$ cat src/rtl/mmio_dmem_arb.sv
// Core/fabric arbiter in front of the single-port data memory. Core has priority;
// fabric requests queue in a FIFO. Define MMIO_DMEM_ARB_STARVE_EN for starvation-forced fabric grants.
module mmio_dmem_arb #(
  parameter int REQ_DEPTH  = 2,
  parameter int RSP_DEPTH  = 2,
  parameter int TAG_W      = 4,
  parameter int STARVE_MAX = 8
) (
  input  logic             QClk,
  input  logic             RstQnnnL,
  input  logic [31:0]      CoreAdrsQ103H,
  input  logic [31:0]      CoreWrDataQ103H,
  input  logic             CoreWrQ103H,
  input  logic             CoreRdQ103H,
  input  logic [3:0]       CoreByteEnQ103H,
  output logic             CoreStallQ103H,
  output logic [31:0]      CoreRdDataQ104H,
  input  logic             F2mReqValid,
  output logic             F2mReqReady,
  input  logic             F2mReqWr,
  input  logic [31:0]      F2mReqAdrs,
  input  logic [31:0]      F2mReqData,
  input  logic [3:0]       F2mReqByteEn,
  input  logic [TAG_W-1:0] F2mReqTag,
  output logic             M2fRspValid,
  input  logic             M2fRspReady,
  output logic [31:0]      M2fRspData,
  output logic [TAG_W-1:0] M2fRspTag,
  output logic [31:0]      MemAdrs,
  output logic [3:0]       MemByteEn,
  output logic [31:0]      MemWrData,
  output logic             MemRd,
  output logic             MemWr,
  input  logic [31:0]      MemRdData
);
  localparam int RA = $clog2(REQ_DEPTH);
  localparam int SA = $clog2(RSP_DEPTH);
  localparam logic [SA+1:0] RSP_CAP = (SA+2)'(RSP_DEPTH);

  typedef struct packed {
    logic             wr;
    logic [31:0]      adrs;
    logic [31:0]      data;
    logic [3:0]       be;
    logic [TAG_W-1:0] tag;
  } req_t;

  typedef struct packed {
    logic [31:0]      data;
    logic [TAG_W-1:0] tag;
  } rsp_t;

  req_t             req_mem_q [REQ_DEPTH];
  rsp_t             rsp_mem_q [RSP_DEPTH];
  logic [RA:0]      req_wp_q, req_rp_q;
  logic [SA:0]      rsp_wp_q, rsp_rp_q, rsp_cnt;
  logic             infl_q, infl_wr_q, core_rd_q, rdy_q;
  logic [TAG_W-1:0] infl_tag_q;
  logic [SA+1:0]    outst;
  logic             req_empty, req_full, req_push, rsp_empty, rsp_pop;
  logic             core_req, core_gnt, fab_gnt, issue_ok, forced;
  req_t             req_head;
  rsp_t             rsp_head;

  assign req_empty = (req_wp_q == req_rp_q);
  assign req_full  = (req_wp_q[RA] != req_rp_q[RA]) && (req_wp_q[RA-1:0] == req_rp_q[RA-1:0]);
  assign req_head  = req_mem_q[req_rp_q[RA-1:0]];
  // Ready is held low until the first clock after reset release.
  assign F2mReqReady = rdy_q & ~req_full;
  assign req_push    = F2mReqValid & F2mReqReady;

  assign rsp_empty = (rsp_wp_q == rsp_rp_q);
  assign rsp_cnt   = rsp_wp_q - rsp_rp_q;
  assign rsp_head  = rsp_mem_q[rsp_rp_q[SA-1:0]];
  assign rsp_pop   = ~rsp_empty & M2fRspReady;
  assign M2fRspValid = ~rsp_empty;
  assign M2fRspData  = rsp_empty ? 32'h0 : rsp_head.data;
  assign M2fRspTag   = rsp_empty ? '0 : rsp_head.tag;

  // Credits: a fabric issue needs a guaranteed free response slot.
  assign outst    = {1'b0, rsp_cnt} + (SA+2)'(infl_q);
  assign issue_ok = (outst < RSP_CAP);

  assign core_req = (CoreWrQ103H | CoreRdQ103H) & RstQnnnL;
  assign core_gnt = core_req & ~forced;
  assign fab_gnt  = ~core_gnt & ~req_empty & issue_ok;

`ifdef MMIO_DMEM_ARB_STARVE_EN
  localparam int SW = $clog2(STARVE_MAX + 1);
  localparam logic [SW-1:0] STARVE_CAP = SW'(STARVE_MAX);
  logic [SW-1:0] starve_q, starve_d;

  always_comb begin
    starve_d = starve_q;
    if (fab_gnt)                                   starve_d = '0;
    else if (!req_empty && starve_q != STARVE_CAP) starve_d = starve_q + 1'b1;
  end

  always_ff @(posedge QClk or negedge RstQnnnL)
    if (!RstQnnnL) starve_q <= '0;
    else           starve_q <= starve_d;

  assign forced         = (starve_q == STARVE_CAP) & issue_ok & ~req_empty;
  assign CoreStallQ103H = core_req & fab_gnt;
`else
  assign forced         = 1'b0;
  assign CoreStallQ103H = 1'b0;
`endif

  always_comb begin
    MemAdrs   = 32'h0;
    MemByteEn = 4'h0;
    MemWrData = 32'h0;
    MemRd     = 1'b0;
    MemWr     = 1'b0;
    if (core_gnt) begin
      MemAdrs   = CoreAdrsQ103H;
      MemByteEn = CoreByteEnQ103H;
      MemWrData = CoreWrDataQ103H;
      MemRd     = CoreRdQ103H;
      MemWr     = CoreWrQ103H;
    end else if (fab_gnt) begin
      MemAdrs   = req_head.adrs;
      MemByteEn = req_head.be;
      MemWrData = req_head.data;
      MemRd     = ~req_head.wr;
      MemWr     = req_head.wr;
    end
  end

  assign CoreRdDataQ104H = core_rd_q ? MemRdData : 32'h0;

  always_ff @(posedge QClk) begin
    if (req_push)
      req_mem_q[req_wp_q[RA-1:0]] <= '{wr: F2mReqWr, adrs: F2mReqAdrs, data: F2mReqData,
                                       be: F2mReqByteEn, tag: F2mReqTag};
    if (infl_q)
      rsp_mem_q[rsp_wp_q[SA-1:0]] <= '{data: infl_wr_q ? 32'h0 : MemRdData, tag: infl_tag_q};
  end

  always_ff @(posedge QClk or negedge RstQnnnL) begin
    if (!RstQnnnL) begin
      req_wp_q   <= '0;
      req_rp_q   <= '0;
      rsp_wp_q   <= '0;
      rsp_rp_q   <= '0;
      infl_q     <= 1'b0;
      infl_wr_q  <= 1'b0;
      infl_tag_q <= '0;
      core_rd_q  <= 1'b0;
      rdy_q      <= 1'b0;
    end else begin
      rdy_q      <= 1'b1;
      if (req_push) req_wp_q <= req_wp_q + 1'b1;
      if (fab_gnt)  req_rp_q <= req_rp_q + 1'b1;
      if (infl_q)   rsp_wp_q <= rsp_wp_q + 1'b1;
      if (rsp_pop)  rsp_rp_q <= rsp_rp_q + 1'b1;
      infl_q     <= fab_gnt;
      infl_wr_q  <= req_head.wr;
      infl_tag_q <= req_head.tag;
      core_rd_q  <= core_gnt & CoreRdQ103H;
    end
  end
endmodule

$ cat config.mk
export PLATFORM = sky130hd
export DESIGN_NAME = mmio_dmem_arb
export DESIGN_NICKNAME = d
export VERILOG_FILES = /design/src/rtl/mmio_dmem_arb.sv
export SDC_FILE = /design/constraint.sdc
export NUM_CORES = 1
export LEC_CHECK = 0
export ABC_CLOCK_PERIOD_IN_PS = 5200
export CAP_MARGIN = 20
export CELL_PAD_IN_SITES_DETAIL_PLACEMENT = 2
export CELL_PAD_IN_SITES_GLOBAL_PLACEMENT = 2
export CORE_MARGIN = 2
export CORE_UTILIZATION = 31
export DETAILED_ROUTE_END_ITERATION = 16
export PLACE_DENSITY_LB_ADDON = 0.1
export SLEW_MARGIN = 20
export SYNTH_ARGS = -nofsm -noshare
export SYNTH_HDL_FRONTEND = slang
export SYNTH_SLANG_ARGS = --single-unit
$ cat constraint.sdc
create_clock -name QClk -period 5.2 [get_ports QClk]
set_input_delay 1.04 -clock QClk [delete_from_list [all_inputs] [get_ports QClk]]
set_output_delay 1.04 -clock QClk [all_outputs]
set_load 0.03 [all_outputs]
# Yosys cells after proc, flatten, opt, wreduce, memory -nomap -nowiden

Memory sizes are Yosys's and may differ from the RTL's.
Cells that the tools add are included.

Register bits: 16
Memories: 2
Input port bits: 179
Logic and storage cells: 54
Output and inout bits: 141
Memory bits (writable): 218

Memories:

| name      | depth | bits a word | read ports | clocked after memory_dff | wr ports | RTL line | source |
|---|---|---|---|---|---|---|---|
| req_mem_q | 2     | 73          | 1          | 0                        | 1        | 53       | `req_t req_mem_q [REQ_DEPTH];` |
| rsp_mem_q | 2     | 36          | 1          | 0                        | 1        | 54       | `rsp_t rsp_mem_q [RSP_DEPTH];` |

$lt $le $gt $ge: 1
$add $sub $neg: 6
Reduce and logical (&&, ||, !) cells: 1
Bitwise operators: 13
Equality and inequality tests: 4
Muxes and demuxes: 18

Operator list:

| cell                                                                         | count |
|---|---|
| 32-bit two-way mux                                                           | 7 |
| 4-bit two-way mux                                                            | 3 |
| 2-bit by 1-bit adder with 2-bit output, second input constant                | 4 |
| 1-bit two-way mux                                                            | 8 |
| 1-bit bitwise AND                                                            | 7 |
| 1-bit inverter                                                               | 5 |
| 2-bit == test                                                                | 2 |
| 2-bit by 1-bit adder with 3-bit output                                       | 1 |
| 3-bit by 2-bit less-than comparator with 1-bit output, second input constant | 1 |
| 2-bit subtractor                                                             | 1 |
| 1-bit == test                                                                | 1 |
| 1-bit logical AND                                                            | 1 |
| 1-bit != test                                                                | 1 |
| 1-bit OR                                                                     | 1 |

# Depth between registers and ports, before layout

Depth in word-level cells: 7
Gate-level depth with buffers: 8
Gate-level depth less buffers: 6

# Worst setup path after synthesis

OpenSTA, ideal clock, no wires.

Path type: flip-flop to flip-flop
From: register req_rp_q[0]
To: memory req_mem_q[0][0] (netlist name), enable pin
Buffers on the path: 1
Clock period less this slack: 5.215 ns
Library setup time: 0.505 ns
Setup slack: -0.015 ns
Data required time: 4.695 ns
Arrival: 4.710 ns
Cell stages (with the launch flop): 6
Path through: dfrtp_1 buf_2 xnor2_1 a21boi_0 nand2_1 nor2_1

Cells in the longest elaborated chain, start to end: 7

Ends and longest elaborated chain:

| item                                    | RTL line | source |
|---|---|---|
| start, declared                         | 55       | `logic [RA:0] req_wp_q, req_rp_q;` |
| start signal, assigned                  | 155      | `if (fab_gnt) req_rp_q <= req_rp_q + 1'b1;` |
| 1-bit == test                           | 66       | `assign req_full = (req_wp_q[RA] != req_rp_q[RA]) && (req_wp_q[RA-1:0] == req_rp_q[RA-1:0]);` |
| 1-bit logical AND                       | 66       |  |
| 1-bit inverter                          | 69       | `assign F2mReqReady = rdy_q & ~req_full;` |
| 1-bit bitwise AND                       | 69       |  |
| named net F2mReqReady                   | 19       | `output logic F2mReqReady,` |
| 1-bit bitwise AND                       | 70       | `assign req_push = F2mReqValid & F2mReqReady;` |
| 1-bit two-way mux                       | 134      | `if (req_push)` |
| 1-bit two-way mux (implied by the code) | 135      | `req_mem_q[req_wp_q[RA-1:0]] <= '{wr: F2mReqWr, adrs: F2mReqAdrs, data: F2mReqData,` |
| end, declared                           | 53       |  |

The timed path passes the listed nets, and every way through them passes these cells.

# Final worst setup path

From: register req_rp_q[0]
To: output port MemWrData[10]

Cells in the longest elaborated chain, start to end: 6
Elaborated cells between the ends (all ways): 7
Classes of those cells: eq/ne: 1; mux: 2; bitwise: 3; memory: 1

Ends and longest elaborated chain:

| item                           | RTL line | source |
|---|---|---|
| 2-bit == test                  | 65       | `assign req_empty = (req_wp_q == req_rp_q);` |
| 1-bit inverter                 | 86       | `assign fab_gnt = ~core_gnt & ~req_empty & issue_ok;` |
| 1-bit bitwise AND (2 in a row) | 86       |  |
| 32-bit two-way mux (*)         | 122      | `end else if (fab_gnt) begin` |
| 32-bit two-way mux (*)         | 116      | `if (core_gnt) begin` |
| end, declared                  | 31       | `output logic [31:0] MemWrData,` |

Mark *: on every way between the ends. The rest lies on a longest branch, timed or not.

==> impl_metrics.toml <==
[placed_design]
placed_area_um2 = 13470
dp.cells = 1349
routabilityCongestion = 0.7435
port_buffers = 318
place.detailed.hpwl_um = 19320

[die]
fp.dieW_um = 182.0
die_h_um = 182.0
rows = 65
start_util_pct = 31.29
core_um2 = 31390
die-area_um2 = 33130
ios = 320

[clock_tree]
cts_buffers = 27
cts-root-buf = "clkbuf_16"
cts_hold_buf = 0
tritoncts = "built"
cts_resized = 0
clkTransAtPathRegs_ns = 0.06
cts_buffer_depth = 3
htreeDepth = 1
clkSinkCount = 234
cts_setup_buffers = 0
clkLatencyLatePin_ns = 0.52

[detailed_routing]
wirelength_um = 27750
wire_per_inst_um = 19.80
ant_nets = 0
routed_via_density = 4.670
vias = 6547
drc_errors = 0
detail_route.first_pass.iterations = 4
drt_iter0_markers = 242

[yosys]
syn-cell-area_um2 = 9823
syn_nets = 842
yosysWarningCount = 0
yosysTopAreaCell = "edfxtp_1"
ys_seq_elements = 234
syn_inst = 662
synth_area_per_cell_um2 = 14.84
yosysTopAreaCellShare_pct = 66.64
synth.distinct_cells = 27
yosysSeqAreaShare_pct = 70.72
synthTopCellsByArea = "edfxtp_1 (67%), mux2i_1 (11%), o31ai_1 (5.3%)"

[outcome]
run_status = "complete, no violations"

[global_route]
antenna_found_initial = 7
grt_pass1_wl_um = 42550
grt_usage_pct = 16.54
grt_pass1_vias = 7233
grt_max_degree = 66
grt_overflow = 0

[timing]
max_freq_mhz = 221.8
holdWs_ns = 0.4452
final_hold_viol_count = 0
setup_tns_ns = 0
slew_viol_final = 0
finalCritPeriodShare_pct = 86.69
worst_pin_slew_ns = 0.9695
period_needed_ns = 4.508
rsz0062_at_grt = "no"
finalSetupViolCount = 0
fin_skew_ns = 0.01271
max-slew-margin-rel_pct = 35.37

[power]
powerDensity_nw_per_um2 = 614.4
clkPwrFrac_pct = 21.0
seqPwrFrac_pct = 29.8
p_leak_nw = 5.170
power_frac_comb_pct = 49.3
swShare_pct = 40.26
vdd_drop_max_v = 0.0003404
switching_power_mw = 3.551
internal_power_mw = 5.268

[final_layout]
fillCellCount = 3046
final_core_util_pct = 45.72
final_area_um2 = 14350
most-common-layout-cells = "clkdlybuf4s50_1 (318), edfxtp_1 (218), mux2i_1 (104)"
area_delta_synth_final_pct = 46.11
layout.nets = 1156
drive_above_1_share_pct = 6.627
final_cell_count_no_fill = 1402
final_common_cell = "clkdlybuf4s50_1"

[critical_path]
path_class = "reg -> out"
critPathLaunchType = "flip-flop"
worstPathRequired_ns = 4.16
arrival_ns = 3.47
path_max_fanout = 52
critPathCaptureType = "primary output"

[hold_path]
worstHoldPathType = "reg -> reg"

[job]
cap_viol_max_count = 0
synth_stat cells:
master,n
xor3_1,1
mux2i_1,104
nand2_1,71
conb_1,2
o21a_1,1
clkbuf_1,26
xor2_1,6
nor3b_2,1
xnor2_1,6
and3_1,1
nor2_1,38
nand3_1,1
a22o_1,1
buf_1,5
buf_4,1
and2_1,34
a221o_1,1
inv_1,4
ha_1,1
nor2b_1,33
dfrtp_1,16
edfxtp_1,218
mux2_2,5
a21boi_0,1
o31ai_1,69
buf_6,2
buf_2,13
logic make-up after synthesis:
kind of cell               Yosys count  share of synthesized area (%)
AOI/OAI and AO/OA                   73                          5.617
xor gates and xnor gates            13                          1.312
adders and majority gates            1                         0.1274
buffers and inverters               51                          2.305
DFF                                234                          70.72
muxes                              109                          11.17
other                                2                        0.07645
and+or+nand+nor                    179                          8.674
area by class of cell:
type / instances / area, um^2 / area share [%]
Multi-Input combinational cell: 377 / 2690 / 18.74
Sequential cell: 234 / 6952 / 48.44
Antenna cell: 4 / 10.01 / 0.06974
Clock buffer: 43 / 785.8 / 5.475
Clock inverter: 6 / 83.83 / 0.5841
Tap cell: 402 / 503.0 / 3.504
Inverter: 4 / 15.01 / 0.1046
Timing Repair Buffer: 332 / 3313 / 23.08
sequential cells by signal, indices dropped and copies added, names as in the netlist, 2 cells and up:
register	count
req_rp_q	2
req_mem_q	146
infl_tag_q	4
rsp_mem_q	72
rsp_rp_q	2
rsp_wp_q	2
req_wp_q	2
worst max-delay path, stage by stage, from the launching register on:
cell	delay [ns]
dfrtp_4	0.41
buf_4	0.70
buf_4	0.53
mux2i_1	0.26
o31ai_1	0.27
clkdlybuf4s50_1	0.72
layer usage:
| metal | part of all wire [%] | wire length [um] | track usage (%) |
|---|---|---|---|
| met5 | 0.15 | 43 | 0 |
| met4 | 1.7 | 460 | 3.548 |
| met3 | 8.4 | 2345 | 5.796 |
| met2 | 49 | 13520 | 28.75 |
| met1 | 41 | 11390 | 19.79 |
power by group through the flow:
stage	registers, mW	clock network [mW]	logic (mW)
5_1_grt	2.66	1.98	4.64
4_1_cts	2.63	1.91	4.44
6_report	2.63	1.85	4.34
3_3_place_gp	2.64	0	4.38
2_1_floorplan	2.63	0	2.69
3_5_place_dp	2.67	0	4.41
stage by stage:
stage | worst slack [ns] | total power [mW]
final | 0.6922 | 8.818
after global routing | 0.4828 | 9.286
after CTS | 0.6398 | 8.979
after detailed placement | 0.8314 | 7.081
after global placement | 0.8916 | 7.018
after floorplan | 1.190 | 5.322
path summary, 6_finish.rpt:
path	start	to	slack, ns	depth (start not counted)
setup / recovery	req_rp_q[0]	MemWrData[10]	0.69	5
hold / removal	infl_tag_q[2]	rsp_mem_q[0][2]	0.45	0
setup reg to reg	req_wp_q[0]	req_mem_q[0][52]	2.41	5
hold reg to reg	infl_tag_q[2]	rsp_mem_q[0][2]	0.45	0
max in group asynchronous	RstQnnnL	req_rp_q[0]	4.01	2
min in group asynchronous	RstQnnnL	infl_tag_q[2]	0.95	2
Note: power is estimated with default switching activity, not from simulation.
